File: src/rtl/ov7670_pkg.sv
// Shared OV7670 definitions: frame-timing FSM states, default 320x240 timing and
// RGB565 frame-memory widths, used by both the capture and streaming paths.
package ov7670_pkg;

    typedef enum logic [2:0] {
        ST_IDLE,
        ST_VSYNC,
        ST_VBACK,
        ST_ACTIVE,
        ST_VFRONT
    } state_e;

    localparam int DEF_H_ACTIVE    = 320;
    localparam int DEF_V_ACTIVE    = 240;
    localparam int DEF_H_BLANK     = 144;
    localparam int DEF_VSYNC_LINES = 3;
    localparam int DEF_V_BACK      = 17;
    localparam int DEF_V_FRONT     = 10;

    localparam int ADDR_W = 17;
    localparam int PIX_W  = 16;

    function automatic int max2(input int a, input int b);
        return (a > b) ? a : b;
    endfunction

    // Width of a counter running 0..maxv-1, never narrower than one bit.
    function automatic int cnt_w(input int maxv);
        return (maxv > 1) ? $clog2(maxv) : 1;
    endfunction

endpackage

File: src/rtl/ov7670_frame_streamer_if.sv
// Control, frame-memory read port and camera byte stream of the frame streamer.
interface ov7670_frame_streamer_if;
    import ov7670_pkg::*;

    logic              start;
    logic              continuous;
    logic              busy;
    logic              frame_done;
    logic              mem_re;
    logic [ADDR_W-1:0] mem_raddr;
    logic [PIX_W-1:0]  mem_rdata;
    logic              href;
    logic              vsync;
    logic [7:0]        data;

    modport master (
        input  start, continuous, mem_rdata,
        output busy, frame_done, mem_re, mem_raddr, href, vsync, data
    );

    modport slave (
        output start, continuous, mem_rdata,
        input  busy, frame_done, mem_re, mem_raddr, href, vsync, data
    );

endinterface

File: src/rtl/ov7670_timing_gen.sv
// Frame/line timing for the streamer: hcnt/lcnt, frame FSM, registered href/vsync/
// frame_done, plus the pixel read strobe issued two cycles ahead of each high byte.
module ov7670_timing_gen
    import ov7670_pkg::*;
#(
    parameter int H_ACTIVE    = DEF_H_ACTIVE,
    parameter int V_ACTIVE    = DEF_V_ACTIVE,
    parameter int H_BLANK     = DEF_H_BLANK,
    parameter int VSYNC_LINES = DEF_VSYNC_LINES,
    parameter int V_BACK      = DEF_V_BACK,
    parameter int V_FRONT     = DEF_V_FRONT
) (
    input  logic pclk,
    input  logic reset,
    input  logic start_i,
    input  logic continuous_i,
    output logic busy_o,
    output logic frame_done_o,
    output logic href_o,
    output logic vsync_o,
    output logic rd_en_o,
    output logic line_start_o
);
    localparam int L  = 2*H_ACTIVE + H_BLANK;
    localparam int HW = cnt_w(L);
    localparam int LW = cnt_w(max2(max2(VSYNC_LINES, V_BACK), max2(V_ACTIVE, V_FRONT)));

    localparam logic [HW-1:0] H_LAST   = HW'(L-1);
    localparam logic [HW-1:0] H_PRE    = HW'(L-2);
    localparam logic [HW-1:0] HREF_END = HW'(2*H_ACTIVE);
    localparam logic [HW-1:0] RD_LAST  = HW'((H_ACTIVE >= 2) ? 2*H_ACTIVE-4 : 0);
    localparam logic [LW-1:0] VS_LAST  = LW'(VSYNC_LINES-1);
    localparam logic [LW-1:0] VB_LAST  = LW'((V_BACK > 0) ? V_BACK-1 : 0);
    localparam logic [LW-1:0] VA_LAST  = LW'(V_ACTIVE-1);
    localparam logic [LW-1:0] VF_LAST  = LW'((V_FRONT > 0) ? V_FRONT-1 : 0);

    state_e          state_q, state_d;
    logic [HW-1:0]   hcnt_q, hcnt_d;
    logic [LW-1:0]   lcnt_q, lcnt_d;
    logic            busy_q, frame_done_q, href_q, vsync_q, rd_en_q, line_start_q;

    function automatic logic [LW-1:0] last_line(input state_e s);
        case (s)
            ST_VSYNC:  return VS_LAST;
            ST_VBACK:  return VB_LAST;
            ST_ACTIVE: return VA_LAST;
            default:   return VF_LAST;
        endcase
    endfunction

    // Zero-length VBACK/VFRONT are skipped here, so they are never entered.
    function automatic state_e next_state(input state_e s, input logic cont);
        case (s)
            ST_VSYNC:  return (V_BACK > 0) ? ST_VBACK : ST_ACTIVE;
            ST_VBACK:  return ST_ACTIVE;
            ST_ACTIVE: return (V_FRONT > 0) ? ST_VFRONT : (cont ? ST_VSYNC : ST_IDLE);
            ST_VFRONT: return cont ? ST_VSYNC : ST_IDLE;
            default:   return ST_IDLE;
        endcase
    endfunction

    // Read for pixel x sits two cycles before byte 2x; pixel 0 borrows the previous line.
    function automatic logic rd_pred(input state_e s, input logic [HW-1:0] h, input logic [LW-1:0] l);
        logic nxt_active;
        nxt_active = (s == ST_ACTIVE && l != VA_LAST) ||
                     (s == ST_VBACK && l == VB_LAST) ||
                     (V_BACK == 0 && s == ST_VSYNC && l == VS_LAST);
        return (H_ACTIVE >= 2 && s == ST_ACTIVE && !h[0] && h <= RD_LAST) ||
               (h == H_PRE && nxt_active);
    endfunction

    always_comb begin
        state_d = state_q;
        hcnt_d  = hcnt_q;
        lcnt_d  = lcnt_q;
        if (state_q == ST_IDLE) begin
            if (start_i) begin
                state_d = ST_VSYNC;
                hcnt_d  = '0;
                lcnt_d  = '0;
            end
        end else if (hcnt_q == H_LAST) begin
            hcnt_d = '0;
            if (lcnt_q == last_line(state_q)) begin
                lcnt_d  = '0;
                state_d = next_state(state_q, continuous_i);
            end else begin
                lcnt_d = lcnt_q + 1'b1;
            end
        end else begin
            hcnt_d = hcnt_q + 1'b1;
        end
    end

    // Outputs are decoded from next-state values so they line up with the counters.
    always_ff @(posedge pclk) begin
        if (reset) begin
            state_q      <= ST_IDLE;
            hcnt_q       <= '0;
            lcnt_q       <= '0;
            busy_q       <= 1'b0;
            frame_done_q <= 1'b0;
            href_q       <= 1'b0;
            vsync_q      <= 1'b0;
            rd_en_q      <= 1'b0;
            line_start_q <= 1'b0;
        end else begin
            state_q      <= state_d;
            hcnt_q       <= hcnt_d;
            lcnt_q       <= lcnt_d;
            busy_q       <= (state_d != ST_IDLE);
            frame_done_q <= (hcnt_d == H_LAST) &&
                            ((state_d == ST_VFRONT && lcnt_d == VF_LAST) ||
                             (V_FRONT == 0 && state_d == ST_ACTIVE && lcnt_d == VA_LAST));
            href_q       <= (state_d == ST_ACTIVE) && (hcnt_d < HREF_END);
            vsync_q      <= (state_d == ST_VSYNC);
            rd_en_q      <= rd_pred(state_d, hcnt_d, lcnt_d);
            line_start_q <= (state_d != ST_IDLE) && (hcnt_d == '0);
        end
    end

    assign busy_o       = busy_q;
    assign frame_done_o = frame_done_q;
    assign href_o       = href_q;
    assign vsync_o      = vsync_q;
    assign rd_en_o      = rd_en_q;
    assign line_start_o = line_start_q;

endmodule

File: src/rtl/ov7670_frame_streamer.sv
// OV7670 camera emulator: streams an RGB565 frame memory out as href/vsync/data
// bytes. Owns the pixel address counter, the read-data pipeline and the byte mux.
module ov7670_frame_streamer
    import ov7670_pkg::*;
#(
    parameter int H_ACTIVE    = DEF_H_ACTIVE,
    parameter int V_ACTIVE    = DEF_V_ACTIVE,
    parameter int H_BLANK     = DEF_H_BLANK,
    parameter int VSYNC_LINES = DEF_VSYNC_LINES,
    parameter int V_BACK      = DEF_V_BACK,
    parameter int V_FRONT     = DEF_V_FRONT
) (
    input  logic                     pclk,
    input  logic                     reset,
    ov7670_frame_streamer_if.master  bus
);
    localparam int                STAGES    = 1;
    localparam logic [ADDR_W-1:0] ADDR_LAST = ADDR_W'(H_ACTIVE*V_ACTIVE - 1);

    logic              rd_en, line_start, busy, frame_done, href, vsync;
    logic [ADDR_W-1:0] addr_q, addr_d;
    logic [STAGES:0]   vld_pipe_q;
    logic [7:0]        lo_q;
    logic [7:0]        data_q, data_d;

    ov7670_timing_gen #(
        .H_ACTIVE    (H_ACTIVE),
        .V_ACTIVE    (V_ACTIVE),
        .H_BLANK     (H_BLANK),
        .VSYNC_LINES (VSYNC_LINES),
        .V_BACK      (V_BACK),
        .V_FRONT     (V_FRONT)
    ) u_timing (
        .pclk         (pclk),
        .reset        (reset),
        .start_i      (bus.start),
        .continuous_i (bus.continuous),
        .busy_o       (busy),
        .frame_done_o (frame_done),
        .href_o       (href),
        .vsync_o      (vsync),
        .rd_en_o      (rd_en),
        .line_start_o (line_start)
    );

    // Wrap after the last pixel so the port idles at address 0 between frames.
    always_comb begin
        addr_d = addr_q;
        if (line_start && vsync)
            addr_d = '0;
        else if (rd_en)
            addr_d = (addr_q == ADDR_LAST) ? '0 : addr_q + 1'b1;
    end

    // vld_pipe_q[0]: read data on mem_rdata now; [1]: low byte of that pixel is next.
    always_comb begin
        data_d = '0;
        if (vld_pipe_q[0])
            data_d = bus.mem_rdata[15:8];
        else if (vld_pipe_q[1])
            data_d = lo_q;
    end

    always_ff @(posedge pclk) begin
        if (reset) begin
            addr_q     <= '0;
            vld_pipe_q <= '0;
            lo_q       <= '0;
            data_q     <= '0;
        end else begin
            addr_q     <= addr_d;
            vld_pipe_q <= {vld_pipe_q[STAGES-1:0], rd_en};
            data_q     <= data_d;
            if (vld_pipe_q[0])
                lo_q <= bus.mem_rdata[7:0];
        end
    end

    assign bus.busy       = busy;
    assign bus.frame_done = frame_done;
    assign bus.mem_re     = rd_en;
    assign bus.mem_raddr  = addr_q;
    assign bus.href       = href;
    assign bus.vsync      = vsync;
    assign bus.data       = data_q;

endmodule

File: src/flat_wrapper.sv
// flat-port wrapper written by rule: the top's interface ports become plain ports
module ov7670_frame_streamer_flat import ov7670_pkg::*;
#(
    parameter int H_ACTIVE    = DEF_H_ACTIVE,
    parameter int V_ACTIVE    = DEF_V_ACTIVE,
    parameter int H_BLANK     = DEF_H_BLANK,
    parameter int VSYNC_LINES = DEF_VSYNC_LINES,
    parameter int V_BACK      = DEF_V_BACK,
    parameter int V_FRONT     = DEF_V_FRONT
)
  (pclk, reset, bus_start, bus_continuous, bus_mem_rdata, bus_busy, bus_frame_done, bus_mem_re, bus_mem_raddr, bus_href, bus_vsync, bus_data);
  ov7670_frame_streamer_if bus_i ();
  input  logic pclk;
  input  logic reset;
  input wire logic [$bits(bus_i.start)-1:0] bus_start;
  input wire logic [$bits(bus_i.continuous)-1:0] bus_continuous;
  input wire logic [$bits(bus_i.mem_rdata)-1:0] bus_mem_rdata;
  output wire logic [$bits(bus_i.busy)-1:0] bus_busy;
  output wire logic [$bits(bus_i.frame_done)-1:0] bus_frame_done;
  output wire logic [$bits(bus_i.mem_re)-1:0] bus_mem_re;
  output wire logic [$bits(bus_i.mem_raddr)-1:0] bus_mem_raddr;
  output wire logic [$bits(bus_i.href)-1:0] bus_href;
  output wire logic [$bits(bus_i.vsync)-1:0] bus_vsync;
  output wire logic [$bits(bus_i.data)-1:0] bus_data;
  assign bus_i.start = bus_start;
  assign bus_i.continuous = bus_continuous;
  assign bus_i.mem_rdata = bus_mem_rdata;
  assign bus_busy = bus_i.busy;
  assign bus_frame_done = bus_i.frame_done;
  assign bus_mem_re = bus_i.mem_re;
  assign bus_mem_raddr = bus_i.mem_raddr;
  assign bus_href = bus_i.href;
  assign bus_vsync = bus_i.vsync;
  assign bus_data = bus_i.data;
  ov7670_frame_streamer #(.H_ACTIVE(H_ACTIVE), .V_ACTIVE(V_ACTIVE), .H_BLANK(H_BLANK), .VSYNC_LINES(VSYNC_LINES), .V_BACK(V_BACK), .V_FRONT(V_FRONT)) u_core (.pclk(pclk), .reset(reset), .bus(bus_i));
endmodule
File: config.mk
export PLATFORM = sky130hd
export DESIGN_NAME = ov7670_frame_streamer_flat
export DESIGN_NICKNAME = d
export VERILOG_FILES = /design/src/rtl/ov7670_pkg.sv /design/src/rtl/ov7670_frame_streamer_if.sv /design/src/rtl/ov7670_timing_gen.sv /design/src/rtl/ov7670_frame_streamer.sv /design/src/flat_wrapper.sv
export SDC_FILE = /design/constraint.sdc
export NUM_CORES = 1
export LEC_CHECK = 0
export ABC_AREA = 1
export CAP_MARGIN = 20
export CORE_ASPECT_RATIO = 0.7
export CORE_UTILIZATION = 47
export DETAILED_ROUTE_END_ITERATION = 10
export GPL_ROUTABILITY_DRIVEN = 0
export PLACE_DENSITY = 0.71
export SYNTH_ARGS = -nofsm -noshare
export SYNTH_HDL_FRONTEND = slang
export SYNTH_SLANG_ARGS = --single-unit
File: constraint.sdc
create_clock -name pclk -period 2.8 [get_ports pclk]
set_input_delay 0.28 -clock pclk [delete_from_list [all_inputs] [get_ports pclk]]
set_output_delay 0.28 -clock pclk [all_outputs]
set_load 0.03 [all_outputs]
==> qor.csv <==
metric;value;unit
path_clk_slew;0.08;ns
firstDrtPassIters;5;
cp.required;3.08;ns
ir_drop;301;uV
yosysUniqueCellTypes;36;
min_period_over_period;83.4;%
max_slew.worst_pin.slew;0.854;ns
grt_max_degree;18;
async_reset_ff_share;0;%
finalSetupViolations;0;
coreArea;6820;um2
io_buffers;49;
status;complete, no violations;
hp-class;flop to flop;
cts_inserted_buffers;9;
grt_pass1_vias;3004;
cp-start-kind;flop;
cts-htree-levels;3;
fin_hold_ws;0.459;ns
hpwl;6.48;mm
vias_per_cell;5.13;
vias;3333;
ios;50;
area_growth_syn_to_layout;23.2;%
routedWlPerCell;13.0;um
synth_common_cells;nand2_1 (135), inv_1 (69), nor2_1 (68), dfxtp_1 (62), nand3_1 (30);
synth_top_area_share;37.2;%
rsz0062_at_grt;no;
rr_startpoint;u_core.u_timing.hcnt_q[0]$_SDFF_PP0_;
p_leak;1.70;nW
critPathCaptureType;flop;
synth_most_common_cell;nand2_1;
syn-instance-count;498;
avgSynthCellArea;6.70;um2
post-route-cell-area;4110;um2
combPwrFrac;8.5;%
post-place-ws;0.522;ns
grt_usage;24.1;%
clockBufferDepth;2;
clockPowerShare;42.7;%
fin_tns_setup;0;ns
clk_latency;0.33;ns
crit_type;flop to flop;
synth_nets;521;
p_int;1.38;mW
finClkSkew;0.0138;ns
insertedDiodeCount;0;
grt_pass1_wl;14.0;mm
cts-resized-gates;0;
fin_nets;574;
cts_tree;built;
globalRouteOverflowTotal;0;
crit_arrival;2.61;ns
finalWorstSetupSlack;0.465;ns
wirelength;8.44;mm
start_util;48.9;%
cts_setup_buffers;0;
synthTopCellsByArea;dfxtp_1 (37%), nand2_1 (15%), inv_1 (7.8%);
hold_buffers;0;
r2r_slack;0.47;ns
cts.sinks;62;
synth_top_cell_by_area;dfxtp_1;
antenna_found_initial;0;
endpoint;u_core.u_timing.frame_done_o$_SDFF_PP0_;
critPathLaunch;u_core.u_timing.hcnt_q[0]$_SDFF_PP0_;
max_slew_margin;42.8;%
p_sw_share;25.0;%
r2r_cells;11;
p_total;1.84;mW
placed_area;3910;um2
hold_viol;0;
yosysSeqAreaShare;37.2;%
drt_iter0_drc;264;
cts-root-buf;clkbuf_8;
rr_endpoint;u_core.u_timing.frame_done_o$_SDFF_PP0_;
die_h;72.5;um
seqPwrFrac;48.8;%
min-delay-start;u_core.lo_q[3]$_SDFFE_PP0P_;
crit_fanout;6;
drive_above_1_share;9.17;%
ant_nets;0;
dieArea;7450;um2
ys_ff_latch;62;
layout_min_cycle_time;2.33;ns
dieWidth;103;um
synth_area;3340;um2
ys.flop_type;dfxtp_1;
synth_edf_count;0;
powerDensity;448;nW/um2
rows;25;
cap_viol_max_count;0;
p_switching;0.461;mW
slew_violations;0;
max_freq;428;MHz
post-route-drc-count;0;
yosys_warnings;0;
cells by family (layout without fill, tap and decap cells):
logic type               after synthesis  count (layout)  synth area share [%]
buffers and inverters                 85             143                  9.86
flip-flops                            62              62                  37.2
XOR/XNOR                              11              11                  2.89
adder cells (fa/ha/maj)                3               3                  1.12
AND/OR/NAND/NOR                      290             290                  39.8
AO/OA/AOI/OAI                         47              47                  9.11
sequential cells by signal (all words and copies together) (netlist names):
register and cells:
u_core.bus.mem_raddr 17, u_core.u_timing.rd_en_o 1, u_core.bus.data 8, u_core.u_timing.busy_o 1, u_core.vld_pipe_q 2, u_core.u_timing.line_start_o 1, u_core.u_timing.state_q 3, u_core.u_timing.hcnt_q 10
u_core.lo_q 8, u_core.u_timing.lcnt_q 8, u_core.u_timing.frame_done_o 1, u_core.u_timing.href_o 1, u_core.u_timing.vsync_o 1
worst max-delay path, cell delays in order, from the launching register on:
cell and delay, ns:
dfxtp_1 0.39, ha_1 0.22, nand3_2 0.12, inv_2 0.14, nand3_1 0.24, nand2_1 0.29, nand2_1 0.16, a21oi_1 0.21
nand2_1 0.11, nor3_1 0.20, nand3_1 0.11, nor2_1 0.11
metal layers:
metal	vias to the layer above	GRT usage [%]	routed length [um]
met5	-	0	0
met4	0	6.03	85
met2	136	35.1	3510
met1	1493	35.6	4140
met3	11	5.49	694
li1	1693	-	-
area by class of cell:
type                            instances  area (um2)
Clock buffer                           10         138
Fill cell                             675        2710
Multi-Input combinational cell        351        1770
Clock inverter                          6        61.3
Sequential cell                        62        1240
Tap cell                               94         118
Timing Repair Buffer                   50         498
Inverter                               77         289
per-stage QoR:
stage               cells  util, %
detailed placement    634     57.4
global placement      634     57.4
global route          650     60.3
finish                650     60.3
CTS                   650     60.3
floorplan             498        -
power by group through the flow:
stage	sequential, mW	combinational (mW)	clock [mW]
after global placement	0.918	0.153	0
final	0.898	0.157	0.786
after detailed placement	0.918	0.155	0
after CTS	0.898	0.155	0.808
after floorplan	0.923	0.0919	0
after global routing	0.899	0.173	0.844
layout by cell type (no fill, tap or decap), types with 7 or more instances in the layout:
| master | synthesis | routed |
|---|---|---|
| nand2_1 | 135 | 135 |
| inv_1 | 69 | 69 |
| nand4_1 | 16 | 16 |
| clkdlybuf4s50_1 | 0 | 49 |
| inv_2 | 7 | 7 |
| xor2_1 | 8 | 8 |
| clkbuf_8 | 0 | 10 |
| nor2_1 | 68 | 68 |
| dfxtp_1 | 62 | 62 |
| o21ai_0 | 12 | 12 |
| nor3_1 | 11 | 11 |
| nand3_1 | 30 | 30 |
| a21oi_1 | 12 | 12 |
worst min path at each step:
stage	endpoint	cells past startpoint
finish	u_core.lo_q[3]$_SDFFE_PP0P_	2
global route	u_core.lo_q[3]$_SDFFE_PP0P_	3
CTS	u_core.lo_q[3]$_SDFFE_PP0P_	2
detailed placement	u_core.lo_q[0]$_SDFFE_PP0P_	2
global placement	u_core.lo_q[0]$_SDFFE_PP0P_	2
floorplan	u_core.lo_q[0]$_SDFFE_PP0P_	2
(Power assumes the default switching activity.)
